File: config.mk
export PLATFORM = sky130hd
export DESIGN_NAME = vscale_htif_host_bridge
export DESIGN_NICKNAME = d
export VERILOG_FILES = /design/src/rtl/vscale_htif_host_bridge.sv
export SDC_FILE = /design/constraint.sdc
export NUM_CORES = 1
export LEC_CHECK = 0
export ABC_AREA = 1
export ABC_CLOCK_PERIOD_IN_PS = 1400
export BUFFER_PORTS_ARGS = -buffer_cell sky130_fd_sc_hd__buf_2
export CAP_MARGIN = 10
export CORE_MARGIN = 1
export CORE_UTILIZATION = 30
export CTS_CLUSTER_SIZE = 20
export DETAILED_ROUTE_END_ITERATION = 10
export PLACE_DENSITY_LB_ADDON = 0.12
export RECOVER_POWER = 100
export SLEW_MARGIN = 20
export SYNTH_ARGS = -nofsm -noshare
export SYNTH_HDL_FRONTEND = slang
export SYNTH_SLANG_ARGS = --single-unit
File: constraint.sdc
create_clock -name clk -period 1.4 [get_ports clk]
set_clock_uncertainty 0.05 [all_clocks]
set_input_delay 0.14 -clock clk [delete_from_list [all_inputs] [get_ports clk]]
set_output_delay 0.14 -clock clk [all_outputs]
set_load 0.01 [all_outputs]
File: src/rtl/vscale_htif_host_bridge.sv
// vscale_htif_host_bridge
//   Host-side master for the core's HTIF PCR port. It polls to_host
//   periodically and forwards each nonzero value once to a host-side
//   valid/ready stream. Reading to_host clears it inside the CSR file. It
//   also writes host-supplied values to from_host. Only one PCR transaction
//   is outstanding at a time.
//
// Ports
//   clk, reset_n           clock, asynchronous active-low reset
//   htif_pcr_req_*         PCR request channel to the CSR file (valid/ready)
//   htif_pcr_resp_*        PCR response channel from the CSR file (valid/ready)
//   fromhost_*             host write stream into from_host (valid/ready)
//   tohost_*               captured to_host values out to the host (valid/ready)
//
// state      | meaning
// -----------+-----------------------------------------------------------
// S_IDLE     | counting down to the next poll, accepting host writes
// S_POLL_REQ | read request for to_host presented, waiting for acceptance
// S_POLL_RESP| waiting for the to_host read data
// S_DELIVER  | nonzero to_host value offered to the host; polling paused
// S_WR_REQ   | write request for from_host presented
// S_WR_RESP  | waiting for the write response, which is discarded

module vscale_htif_host_bridge #(
    parameter int                          POLL_INTERVAL  = 16,
    parameter int                          CSR_ADDR_WIDTH = 12,
    parameter int                          HTIF_PCR_WIDTH = 64,
    parameter logic [CSR_ADDR_WIDTH-1:0]   TO_HOST_ADDR   = 12'h780,
    parameter logic [CSR_ADDR_WIDTH-1:0]   FROM_HOST_ADDR = 12'h781
) (
    input  logic                      clk,
    input  logic                      reset_n,
    output logic                      htif_pcr_req_valid,
    input  logic                      htif_pcr_req_ready,
    output logic                      htif_pcr_req_rw,
    output logic [CSR_ADDR_WIDTH-1:0] htif_pcr_req_addr,
    output logic [HTIF_PCR_WIDTH-1:0] htif_pcr_req_data,
    input  logic                      htif_pcr_resp_valid,
    output logic                      htif_pcr_resp_ready,
    input  logic [HTIF_PCR_WIDTH-1:0] htif_pcr_resp_data,
    input  logic                      fromhost_valid,
    output logic                      fromhost_ready,
    input  logic [HTIF_PCR_WIDTH-1:0] fromhost_data,
    output logic                      tohost_valid,
    input  logic                      tohost_ready,
    output logic [HTIF_PCR_WIDTH-1:0] tohost_data
);

    localparam int               CNT_W      = $clog2(POLL_INTERVAL + 1);
    localparam logic [CNT_W-1:0] CNT_RELOAD = CNT_W'(POLL_INTERVAL - 1);

    typedef enum logic [2:0] {
        S_IDLE,
        S_POLL_REQ,
        S_POLL_RESP,
        S_DELIVER,
        S_WR_REQ,
        S_WR_RESP
    } state_t;

    state_t                    state_q, state_d;
    logic [CNT_W-1:0]          poll_cnt_q;
    logic [HTIF_PCR_WIDTH-1:0] wdata_q;
    logic [HTIF_PCR_WIDTH-1:0] tohost_q;
    // The state is IDLE while reset is held, but fromhost_ready must stay low
    // then. This flag is set on the first clock after release and keeps
    // reset_n out of the output logic.
    logic                      armed_q;

    always_ff @(posedge clk or negedge reset_n) begin
        if (!reset_n) begin
            state_q    <= S_IDLE;
            poll_cnt_q <= CNT_RELOAD;
            wdata_q    <= '0;
            tohost_q   <= '0;
            armed_q    <= 1'b0;
        end else begin
            state_q <= state_d;
            armed_q <= 1'b1;
            // Staying in IDLE implies a nonzero count. Any other path reloads
            // the counter, so every entry into IDLE starts a full interval.
            if (state_q == S_IDLE && state_d == S_IDLE)
                poll_cnt_q <= poll_cnt_q - CNT_W'(1);
            else
                poll_cnt_q <= CNT_RELOAD;
            if (state_q == S_IDLE && state_d == S_WR_REQ)
                wdata_q <= fromhost_data;
            if (state_q == S_POLL_RESP && state_d == S_DELIVER)
                tohost_q <= htif_pcr_resp_data;
        end
    end

    always_comb begin
        state_d             = state_q;
        htif_pcr_req_valid  = 1'b0;
        htif_pcr_req_rw     = 1'b0;
        htif_pcr_req_addr   = '0;
        htif_pcr_req_data   = '0;
        htif_pcr_resp_ready = 1'b0;
        fromhost_ready      = 1'b0;
        tohost_valid        = 1'b0;
        tohost_data         = tohost_q;
        case (state_q)
            S_IDLE: begin
                fromhost_ready = armed_q;
                if (fromhost_valid && armed_q)
                    state_d = S_WR_REQ;
                else if (poll_cnt_q == '0)
                    state_d = S_POLL_REQ;
            end
            S_POLL_REQ: begin
                htif_pcr_req_valid = 1'b1;
                htif_pcr_req_addr  = TO_HOST_ADDR;
                if (htif_pcr_req_ready)
                    state_d = S_POLL_RESP;
            end
            S_POLL_RESP: begin
                htif_pcr_resp_ready = 1'b1;
                if (htif_pcr_resp_valid)
                    state_d = (|htif_pcr_resp_data) ? S_DELIVER : S_IDLE;
            end
            S_DELIVER: begin
                tohost_valid = 1'b1;
                if (tohost_ready)
                    state_d = S_IDLE;
            end
            S_WR_REQ: begin
                htif_pcr_req_valid = 1'b1;
                htif_pcr_req_rw    = 1'b1;
                htif_pcr_req_addr  = FROM_HOST_ADDR;
                htif_pcr_req_data  = wdata_q;
                if (htif_pcr_req_ready)
                    state_d = S_WR_RESP;
            end
            S_WR_RESP: begin
                htif_pcr_resp_ready = 1'b1;
                if (htif_pcr_resp_valid)
                    state_d = S_IDLE;
            end
            default: state_d = S_IDLE;
        endcase
    end

endmodule
==> impl_results.md, run 1 <==
* Status: finished, violations left
* Violated checks: negative setup slack
* Avg Synthesized Cell Area at 8.12 um2
* WS Path Type: register to output pin
* Ports at 279
* Final period util at 136%
* F_max at roughly 520 MHz
* Port Buffers at about 270
* Pre-antenna DRT Iters at 4
* Final WS setup at -511 ps
* Fin area at about 11000 um2
* Fin util at 57.9%
* CTS tree: built
* FF+latch area at between 3000 and 4000 um2
* Vias per std cell at between 4 and 5
* Comb pwr share at 43.7%
* Placeable Area at 19700 um2
* Hold WS at 22.9 ps
* Initial antenna violation count at 3
* Multi-input gate area at approximately 2400 um2
* Area post-placement at 8220 um2
* YS warnings at 0
* Register area share after synthesis at 56.1%
* Synth area leader: dfrtp_1
* Final Hold Viols at 0
* Overflow after GRT at 0
* Ranking of synthesized cells by area: dfrtp_1, nor2_1, nand2_1
* DR vias at 6731
* Number of synthesized register bits at about 140
* Setup violations, final at 209
* CTS buffer count at 17
* Pwr Density at 1790 nW/um2
* Worst Path Arrival at 1720 ps
* Area Overhead vs Synth at 86.6%
* Worst VDD drop at 0.000910 V
* Chip height at 145 um
* Yosys cell types at 27
* Worst EP required at 1210 ps
* Switching Power at 7.41 mW
* Max Cap Viol at 0
* RSZ-0062 raised after global routing: yes
* Slew Limit Fails at 0
* Relative slew slack at 23.6%
* GRT Overall Usage at approximately 22%
* RePlAce Congestion at 0.758
* Worst setup EP type: output pin
* CTS max path bufs at 2
* Vias in the first global route at 6571
* Die X-Extent at approximately 140 um
* Synth top area share at 54.4%
* Int Power at roughly 13 mW
* Final wirelength at approximately 23000 um
* Average routed wire per standard cell at 15.3 um
* First-pass GRT wire length at 34700 um
* Post-layout min period at 1910 ps
* Setup TNS at -74210 ps
* HP Class: input pin to register
* CTS Sinks at 137
* Pleak at 6.04 nW
* Worst skew pair latency at 420 ps
* Post-DP HPWL at around 13000 um
* Initial drt markers at 277
* Drc violations at 0
* Cell Rows at 51
* CP startpoint kind: register
* CTS root buf: clkbuf_16
* Clock power share at 24.7%
* Largest net degree at the start of global routing at 49
* Post-Syn Area at 6120 um2
* Slew at the pin closest to its max-slew limit at 1150 ps
* Cells after Synth at 754
* H-tree depth at 4
* Fill cell count at 1792
* Commonest non-fill, non-tap cell in the layout: buf_2
* Tot Pwr at slightly above 20 mW
* Switching Fraction at a little over a third
* NumNets Final at 1382
* Sequential Power Share at 31.6%
* CP max FO at 7
* Starting Density at between 30% and 40%
* Final ANT Viol Nets at 0
* Die area at 21000 um2
* Layout cells sized above 1 at ~37%
* Commonest cells after routing, fill and taps aside: buf_2, nand2_1, dfrtp_1
* Clk pin slew, worst setup/hold paths at 60 ps
stage by stage:
stage | std cells | setup slack [ps]
6_report | 1525 | -511
3_5_place_dp | 1320 | -308
5_1_grt | 1525 | -580
3_3_place_gp | 1320 | -302
4_1_cts | 1514 | -455
2_1_floorplan | 760 | -48.2
worst paths after layout:
| kind | slack [ps] | end | cells past startpoint | start |
|---|---|---|---|---|
| worst max-delay path | -510 | htif_pcr_req_data[40] | 5 | state_q[1] |
| worst min register to register | 420 | tohost_data[31] | 2 | tohost_data[31] |
| worst min-delay path | 20 | tohost_data[60] | 4 | htif_pcr_resp_data[60] |
| min in group asynchronous | 430 | tohost_data[57] | 2 | reset_n |
| max in group asynchronous | 40 | tohost_data[16] | 3 | reset_n |
| worst max register to register | -450 | tohost_data[42] | 12 | state_q[1] |
critical path: stages, from the launching register on:
cell and delay (ps):
dfrtp_2 430, nor3_4 250, inv_4 130, buf_6 170, nor2_1 130, buf_2 170
logic make-up after synthesis:
family | share of synthesized area (%)
xor gates and xnor gates | 0.429
adders and majority gates | 0.409
AOI/OAI and AO/OA | 6.79
and+or+nand+nor | 25.8
DFF | 56.1
buffers and inverters | 10.4
other | 0.123
synthesized netlist by cell type:
| cell | instances |
|---|---|
| nand3_1 | 57 |
| o21ai_0 | 1 |
| nand2_1 | 142 |
| buf_6 | 2 |
| nor2_1 | 167 |
| o21ai_1 | 16 |
| dfstp_2 | 4 |
| nand4_1 | 4 |
| buf_2 | 24 |
| or2_2 | 1 |
| inv_1 | 89 |
| nor2_2 | 3 |
| nor3_1 | 3 |
| a21oi_1 | 66 |
| nand2_2 | 1 |
| buf_4 | 14 |
| nand3_4 | 1 |
| nor3_2 | 2 |
| xnor2_1 | 2 |
| inv_2 | 5 |
| dfrtp_1 | 133 |
| clkbuf_1 | 10 |
| nor2_4 | 1 |
| ha_1 | 2 |
| xor2_1 | 1 |
| conb_1 | 2 |
| nand2_4 | 1 |
timing repair:
action,in CTS,in global routing
hold buffers,116,0
resized for setup,96,55
gates cloned,22,4
hold endpoints to repair,252,0
pin swaps,46,15
endpoints found under the setup margin,207,210
buffers inserted,25,9
power groups by stage:
stage / Sequential (mW) / Clock (mW) / Combinational (mW)
floorplan: 6.79 / 0 / 3.39
CTS: 6.40 / 5.10 / 8.83
finish: 6.45 / 5.03 / 8.92
detailed placement: 6.45 / 0 / 6.65
global placement: 6.42 / 0 / 6.60
global route: 6.64 / 5.30 / 9.80
layout make-up:
cell class / count / area share, %
clock inverter: 14 / 1.92
clock buffer: 17 / 3.72
inverter: 94 / 3.15
timing repair buffer: 515 / 36.9
tap: 265 / 2.90
sequential: 137 / 30.1
antenna: 2 / 0.0438
multi-input combinational: 481 / 21.2
metal layers:
metal / routed length [um] / global-route usage, % / up-vias
li1: - / - / 3311
met1: 10300 / 28.4 / 3161
met2: 11100 / 36.2 / 228
met3: 1470 / 5.79 / 31
met4: 446 / 7.70 / 0
met5: 0 / 0 / -
sequential cells by signal, summed over array words and instances (netlist names):
register / flops
tohost_data: 64
wdata_q: 64
poll_cnt_q: 5
state_q: 3
armed_q: 1
Power figures use the tool's default switching activity.
==> run 2, diff against run 1 <==
--- a/config.mk
+++ b/config.mk
@@ -10,7 +10,7 @@
 export BUFFER_PORTS_ARGS = -buffer_cell sky130_fd_sc_hd__buf_2
 export CAP_MARGIN = 10
 export CORE_MARGIN = 1
-export CORE_UTILIZATION = 30
+export CORE_UTILIZATION = 43
 export CTS_CLUSTER_SIZE = 20
 export DETAILED_ROUTE_END_ITERATION = 10
 export PLACE_DENSITY_LB_ADDON = 0.12
==> run 2 against run 1 <==
Effect of this change: the flow still finishes with violations (negative setup slack); critical path depth up 1; final cell count decreased by 6.0%; power increased by 6.3%; clock power fell by 1%; global-route usage increased by 5.5 points; core utilization rose by 28 points; setup slack worse by 30 ps; hold slack got worse by 20 ps; cell area rose by 3.9%; largest power group unchanged; highest routed layer unchanged.
==> impl_results.md, run 2 (synthesis gave the netlist of run 1 again) <==
* Status: finished, violations left (unchanged)
* Violated checks: negative setup slack (unchanged)
* CP startpoint kind: register (unchanged)
* Initial drt markers at 573 (was 277)
* Worst setup EP type: output pin (unchanged)
* Final WS setup at -541 ps (was -511 ps)
* Max Cap Viol at 0 (unchanged)
* CTS tree: built (unchanged)
* Fin area at 11900 um2 (was 11400 um2)
* Die area at 14700 um2 (was 21000 um2)
* Placeable Area at 13900 um2 (was 19700 um2)
* Commonest non-fill, non-tap cell in the layout: buf_2 (unchanged)
* Area post-placement at 8090 um2 (was 8220 um2)
* Switching Power at 8.36 mW (was 7.41 mW)
* Layout cells sized above 1 at 47.5% (was 36.7%)
* GRT Overall Usage at 27.7% (was 22.2%)
* Fill cell count at 791 (was 1792)
* Setup WS pre-CTS at -187 ps (was -308 ps)
* Non-Filler Instances at 1433 (was 1525)
* CTS buffer count at 17 (unchanged)
* Clk pin slew, worst setup/hold paths at 60 ps (about the same)
* Die X-Extent at 121 um (was 145 um)
* Commonest cells after routing, fill and taps aside: buf_2, dfrtp_1, dlygate4sd3_1 (was buf_2, nand2_1, dfrtp_1)
* NumNets Final at 1374 (was 1382)
* Worst Path Arrival at 1750 ps (was 1720 ps)
* WL met2 at 13000 um (was 11100 um)
* Hold WS at 2.93 ps (was 22.9 ps)
* Average routed wire per standard cell at 17.9 um (was 15.3 um)
* Int Power at 13.3 mW (was 13.0 mW)
* Setup TNS at -72210 ps (was -74210 ps)
* CTS Sinks at 137 (unchanged)
* CP max FO at 10 (was 7)
* Drc violations at 0 (unchanged)
* HP Class: input pin to register (unchanged)
* Vias in the first global route at 6582 (was 6571)
* Sequential Power Share at 31.0% (was 31.6%)
* Overflow after GRT at 0 (unchanged)
* Worst EP required at 1210 ps (about the same)
* Final wirelength at 25600 um (was 23300 um)
* Post-DP HPWL at 11600 um (was 13100 um)
* Relative slew slack at 34.8% (was 23.6%)
* Port Buffers at 271 (unchanged)
* Largest net degree at the start of global routing at 41 (was 49)
* Pwr Density at 1830 nW/um2 (was 1790 nW/um2)
* Pre-antenna DRT Iters at 5 (was 4)
* H-tree depth at 4 (unchanged)
* Critical Path Start: state_q[0] (was state_q[1])
* Switching Fraction at 38.5% (was 36.3%)
* Initial antenna violation count at 2 (was 3)
* Final Hold Viols at 0 (unchanged)
* R2R setup slack at -500 ps (was -450 ps)
* Vias per std cell at 5.05 (was 4.41)
* Met1 WL at 9980 um (was 10300 um)
* Post-layout min period at 1940 ps (was 1910 ps)
* RePlAce Congestion at 0.803 (was 0.758)
* Final ANT Viol Nets at 0 (unchanged)
* Worst skew pair latency at 440 ps (was 420 ps)
* First-pass GRT wire length at 31200 um (was 34700 um)
* Comb pwr share at 46.1% (was 43.7%)
* F_max at 515 MHz (was 523 MHz)
* Setup violations, final at 210 (was 209)
* Ports at 279 (unchanged)
* CTS max path bufs at 2 (unchanged)
* Worst Reg2Reg Path Length in Cells at 11 (was 12)
* Worst setup path end: htif_pcr_req_data[1] (was htif_pcr_req_data[40])
* Cell Rows at 43 (was 51)
* Dpl cells at 1235 (was 1320)
* Chip height at 121 um (was 145 um)
* Tot Pwr at 21.7 mW (was 20.4 mW)
* Clock power share at 22.9% (was 24.7%)
* Starting Density at 44.1% (was 31.0%)
* DR vias at 7242 (was 6731)
* CTS root buf: clkbuf_16 (unchanged)
* Fin util at 85.5% (was 57.9%)
* Reg2Reg Capture Point: tohost_data[15] (was tohost_data[42])
* Worst reg2reg startpoint: state_q[2] (was state_q[1])
* Slew Limit Fails at 0 (unchanged)
* DR top layer: met4 (unchanged)
* Met3 WL post-DR at 1480 um (was 1470 um)
* Slew at the pin closest to its max-slew limit at 978 ps (was 1150 ps)
* Hold Path Stages at 4 (unchanged)
* Worst VDD drop at 0.00120 V (was 0.000910 V)
* Pleak at 6.06 nW (was 6.04 nW)
* Area Overhead vs Synth at 93.9% (was 86.6%)
* WS Path Type: register to output pin (unchanged)
* RSZ-0062 raised after global routing: yes (unchanged)
* Final period util at 139% (was 136%)
run 2: worst min-delay path by stage:
stage	from	end	slack [ps]
after floorplan	reset_n	armed_q	-210
after global placement	reset_n	tohost_data[60]	10
after detailed placement	reset_n	tohost_data[60]	10
after CTS	htif_pcr_resp_data[16]	tohost_data[16]	0.2
after global routing	htif_pcr_resp_data[6]	tohost_data[6]	10
final	htif_pcr_resp_data[6]	tohost_data[6]	3
run 2: layout make-up:
| type | instances | area, um2 | share of cell area (%) |
|---|---|---|---|
| diodes | 2 | 5.00 | 0.0422 |
| clock buffers | 22 | 484 | 4.08 |
| clock inverters | 10 | 165 | 1.39 |
| inverters | 94 | 362 | 3.05 |
| multi-input cells | 481 | 3160 | 26.6 |
| flip-flops and latches | 137 | 3430 | 28.9 |
| well taps | 180 | 225 | 1.90 |
| repair buffers | 507 | 4040 | 34.0 |
run 2: timing repair:
item                                    4_1_cts  5_1_grt
pin swaps                                     4       45
endpoints found under the setup margin      207      210
gates resized for setup                      40      302
setup buffers                                11       15
cloned                                        7       22
hold buffers                                111        0
endpoints found under the hold margin       247        0
run 2: power groups by stage:
stage	Clock, mW	Combinational (mW)	Sequential, mW
floorplan	0	3.39	6.79
global route	5.18	10.7	6.87
detailed placement	0	6.46	6.45
finish	4.97	9.99	6.73
global placement	0	6.38	6.40
CTS	4.95	7.49	6.40
run 2: routing by layer:
metal,vias up,GRT usage [%]
li1,3285,-
met3,96,6.39
met5,-,0
met4,0,15.3
met2,352,46.2
met1,3509,32.9
run 2: worst max-delay path, cell delays in order, from the launching register on:
cell and delay, ps:
dfrtp_1 390, buf_6 140, nor3_4 160, inv_4 120
clkbuf_16 190, nor2_1 130, buf_2 170
==> run 3, diff against run 2 <==
--- a/config.mk
+++ b/config.mk
@@ -10,10 +10,11 @@
 export BUFFER_PORTS_ARGS = -buffer_cell sky130_fd_sc_hd__buf_2
 export CAP_MARGIN = 10
 export CORE_MARGIN = 1
-export CORE_UTILIZATION = 43
+export CORE_UTILIZATION = 44
+export CTS_BUF_LIST = sky130_fd_sc_hd__clkbuf_4
 export CTS_CLUSTER_SIZE = 20
 export DETAILED_ROUTE_END_ITERATION = 10
-export PLACE_DENSITY_LB_ADDON = 0.12
+export PLACE_DENSITY = 0.79
 export RECOVER_POWER = 100
 export SLEW_MARGIN = 20
 export SYNTH_ARGS = -nofsm -noshare
==> run 3 against run 2 <==
Effect of this change: the flow now stops in global routing; synthesized cell count unchanged; synthesized area unchanged.
==> impl_results.md, run 3 <==
* Chip height at 120 um (was 121 um)
* CTS Sinks at 137 (unchanged)
* Largest net degree at the start of global routing at 49
* Run Error: [ERROR GRT-0232] Routing congestion too high. Check the congestion heatmap in the GUI.
* H-tree depth at 4 (unchanged)
* Synth area leader: dfrtp_1 (unchanged)
* Ranking of synthesized cells by area: dfrtp_1, nor2_1, nand2_1 (unchanged)
* Setup WS pre-CTS at -213 ps (was -187 ps)
* CTS buffer count at 17 (unchanged)
* Yosys cell types at 27 (unchanged)
* CTS root buf: clkbuf_4 (was clkbuf_16)
* Async SR Flop Fraction at 100% (unchanged)
* Post-synthesis compound-gate area fraction at 6.79% (unchanged)
* Overflow after GRT at 5
* GRT Overall Usage at 66.9%
* Worst EP kind: top-level output
* Status: did not finish (was finished, violations left)
* XOR/XNOR Fraction of Synth Area at 0.429% (unchanged)
* Post-Syn Area at 6120 um2 (unchanged)
* Post-Synth Adder-Cell Area at 0.409% (unchanged)
* YS warnings at 0 (unchanged)
* Most used flip-flop cell after synthesis: dfrtp_1 (unchanged)
* RePlAce Congestion at 0.865 (was 0.803)
* Largest family of logic cells by synthesized area: simple AND/OR/NAND/NOR gates (unchanged)
* Port Buffers at 271 (unchanged)
* Number of synthesized register bits at 137 (unchanged)
* Synth top area share at 54.4% (unchanged)
* Crit. endpoint post-GRT repair: htif_pcr_req_data[60]
* Commonest cells in the netlist: nor2_1, nand2_1, dfrtp_1, inv_1, a21oi_1 (unchanged)
* Starting Density at 45.7% (was 44.1%)
* Cell Rows at 42 (was 43)
* Area post-placement at 7960 um2 (was 8090 um2)
* Die X-Extent at 120 um (was 121 um)
* Dpl cells at 1212 (was 1235)
* Failing step: global routing
* Number of synthesized flops with an enable pin at 0 (unchanged)
* Cells after Synth at 754 (unchanged)
* Avg Synthesized Cell Area at 8.12 um2 (unchanged)
* CTS max path bufs at 2 (unchanged)
* Most common cell in the synthesized netlist: nor2_1 (unchanged)
* Post-DP HPWL at 12100 um (was 11600 um)
* Simple logic cell fraction of the synthesized area at 25.8% (unchanged)
* Register area share after synthesis at 56.1% (unchanged)
* Ports at 279 (unchanged)
* Multiplexer share of the synthesized area at 0% (unchanged)
==> run 3: timing repair <==
| item | 4_1_cts |
|---|---|
| setup buffers | 38 |
| setup endpoints to repair | 208 |
| hold buffers | 133 |
| cloned | 35 |
| hold endpoints to repair | 269 |
| pin swaps | 95 |
| resized for setup | 293 |
==> run 3: per-stage QoR <==
stage / hold slack [ps] / utilization (%)
floorplan: -206 / -
global placement: -1.27 / 59.4
detailed placement: 0.839 / 59.4
CTS: 15.9 / 88.9
==> run 3: kinds of logic after synthesis <==
kind of cell             after synthesis
adder cells (fa/ha/maj)                2
flip-flops                           137
other                                  2
buffers and inverters                144
AND/OR/NAND/NOR                      383
AO/OA/AOI/OAI                         83
XOR/XNOR                               3
==> run 3: metal layers <==
metal	GRT overflow	global-route usage, %
met2	4	91.0
met5	0	5.88
met4	1	70.9
met1	0	66.0
met3	0	41.8
==> run 4, diff against run 3 <==
--- a/config.mk
+++ b/config.mk
@@ -6,15 +6,13 @@
 export NUM_CORES = 1
 export LEC_CHECK = 0
 export ABC_AREA = 1
-export ABC_CLOCK_PERIOD_IN_PS = 1400
+export ABC_CLOCK_PERIOD_IN_PS = 1820
 export BUFFER_PORTS_ARGS = -buffer_cell sky130_fd_sc_hd__buf_2
 export CAP_MARGIN = 10
 export CORE_MARGIN = 1
-export CORE_UTILIZATION = 44
-export CTS_BUF_LIST = sky130_fd_sc_hd__clkbuf_4
-export CTS_CLUSTER_SIZE = 20
+export CORE_UTILIZATION = 40
 export DETAILED_ROUTE_END_ITERATION = 10
-export PLACE_DENSITY = 0.79
+export PLACE_DENSITY_LB_ADDON = 0.15
 export RECOVER_POWER = 100
 export SLEW_MARGIN = 20
 export SYNTH_ARGS = -nofsm -noshare
==> constraint.sdc (replaced) <==
create_clock -name clk -period 1.82 [get_ports clk]
set_clock_uncertainty 0.05 [all_clocks]
set_input_delay 0.182 -clock clk [delete_from_list [all_inputs] [get_ports clk]]
set_output_delay 0.182 -clock clk [all_outputs]
set_load 0.01 [all_outputs]
==> run 4 against run 3 <==
Effect of this change: the flow now finishes, with violations (negative setup slack).
==> impl_results.md, run 4 (synthesis gave the netlist of run 1 again) <==
* Initial antenna violation count at 0
* Final period util at 102%
* WL met2 at between 9000 and 10000 um
* Post-DP HPWL at 11800 um (was 12100 um)
* Final WS setup at -29.4 ps
* Die area at 15800 um2
* First-pass GRT wire length at between 20000 and 30000 um
* Crit-path slowest cell: dfrtp_2
* Final wirelength at 18500 um
* Met3 WL post-DR at 1330 um
* Initial drt markers at 284
* Crit path buf inv count at 3
* Worst skew pair latency at 410 ps
* Worst EP required at roughly 1600 ps
* Pwr Density at roughly 1400 nW/um2
* Relative slew slack at 10.7%
* Drc violations at 0
* Hold WS at 11.5 ps
* Layout cells sized above 1 at 32.3%
* CP max FO at 8
* Overflow after GRT at 0
* WS Path Type: register to output pin
* DR top layer: met4
* Post-layout min period at 1850 ps
* H-tree depth at 4 (unchanged)
* CP startpoint kind: register
* Vias in the first global route at a little under 6k
* Fin area at 9770 um2
* CP Cell Sequence: nor3_4, inv_4, buf_2, nor2_1, buf_2
* Pre-antenna DRT Iters at 5
* Area Overhead vs Synth at 59.6%
* Placeable Area at 14800 um2
* Vias per std cell at 4.62
* Worst VDD drop at 0.000716 V
* HP Class: input pin to register
* Cell Rows at 44 (was 42)
* GRT Overall Usage at 23.7%
* RePlAce Congestion at 0.760 (was 0.865)
* Port Buffers at 271 (unchanged)
* Starting Density at 41.5% (was 45.7%)
* Die X-Extent at 126 um (was 120 um)
* Fill cell count at ~1.2k
* Tot Pwr at 13.5 mW
* CTS buffer count at 17 (unchanged)
* Pleak at 5.50 nW
* Slew at the pin closest to its max-slew limit at 1340 ps
* Largest net degree at the start of global routing at 129
* Worst Path Arrival at 1620 ps
* CP top delay family: buffers and inverters
* Met1 WL at 7730 um
* Slew Limit Fails at 0
* Setup violations, final at 16
* Area post-placement at 7670 um2 (was 7960 um2)
* Chip height at 126 um (was 120 um)
* CTS max path bufs at 2 (unchanged)
* Worst setup EP type: output pin
* Commonest non-fill, non-tap cell in the layout: buf_2
* Final ANT Viol Nets at 0
* RSZ-0062 raised after global routing: yes
* Average routed wire per standard cell at 13.7 um
* Clk pin slew, worst setup/hold paths at 50 ps
* CTS root buf: clkbuf_16 (was clkbuf_4)
* CTS Sinks at 137 (unchanged)
* Max Cap Viol at 0
* N_diodes at 0
* Commonest cells after routing, fill and taps aside: buf_2, nor2_1, nand2_1
* Final Hold Viols at 0
* Max stage delay on crit path at 440 ps
* Most used cell, CP: buf_2
* F_max at 541 MHz
* DR vias at 6242
* Violated checks: negative setup slack
* NumNets Final at roughly 1.3k
* Status: finished, violations left (was did not finish)
* CTS tree: built
* Ports at 279 (unchanged)
[run 4: cell type report]
cell class | count | area, um2 | area share [%]
Clock buffer | 25 | 475 | 4.87
Clock inverter | 4 | 45.0 | 0.461
Timing Repair Buffer | 427 | 3030 | 31.0
Sequential cell | 137 | 3440 | 35.2
Inverter | 94 | 355 | 3.64
Multi-Input combinational cell | 479 | 2190 | 22.5
Tap cell | 184 | 230 | 2.36
[run 4: stage by stage]
step / std cells / util [%] / worst slack [ps] / TNS, ps
floorplan: 760 / - / 252 / 0
global placement: 1184 / 52.0 / 135 / 0
detailed placement: 1184 / 52.0 / 148 / 0
finish: 1350 / 66.2 / -29.4 / -244
global route: 1350 / 66.2 / -151 / -7860
CTS: 1342 / 65.0 / -58.5 / -1460
[run 4: repair_timing]
item	4_1_cts	5_1_grt
hold endpoints to repair	166	0
endpoints found under the setup margin	62	138
hold buffers	124	0
pin swaps	1	7
gates cloned	2	3
buffers inserted	3	6
resized for setup	32	21
[run 4: tightest hold or removal path, stage by stage]
cell and delay (ps):
buf_2 80, nor2_1 40, a21oi_1 120
[run 4: power breakdown]
| part | leakage [nW] | internal [mW] | switching, mW |
|---|---|---|---|
| Sequential | 1.60 | 4.39 | 0.557 |
| Combinational | 3.64 | 2.29 | 3.18 |
| Clock | 0.257 | 1.92 | 1.17 |
[run 4: metal layers]
| metal | vias up | track usage [%] |
|---|---|---|
| met2 | 253 | 40.4 |
| met4 | 0 | 8.75 |
| li1 | 3093 | - |
| met3 | 30 | 5.95 |
| met5 | - | 0 |
| met1 | 2866 | 28.9 |
[run 4: final timing paths]
kind | start | endpoint | slack, ps | cells after the start
max in group asynchronous | reset_n | tohost_data[18] | 260 | 3
worst min register to register | tohost_data[59] | tohost_data[59] | 410 | 2
worst max-delay path | state_q[1] | htif_pcr_req_data[17] | -30 | 5
worst min-delay path | fromhost_data[16] | wdata_q[16] | 10 | 3
min in group asynchronous | reset_n | wdata_q[10] | 560 | 2
worst max register to register | state_q[2] | tohost_data[55] | 110 | 8
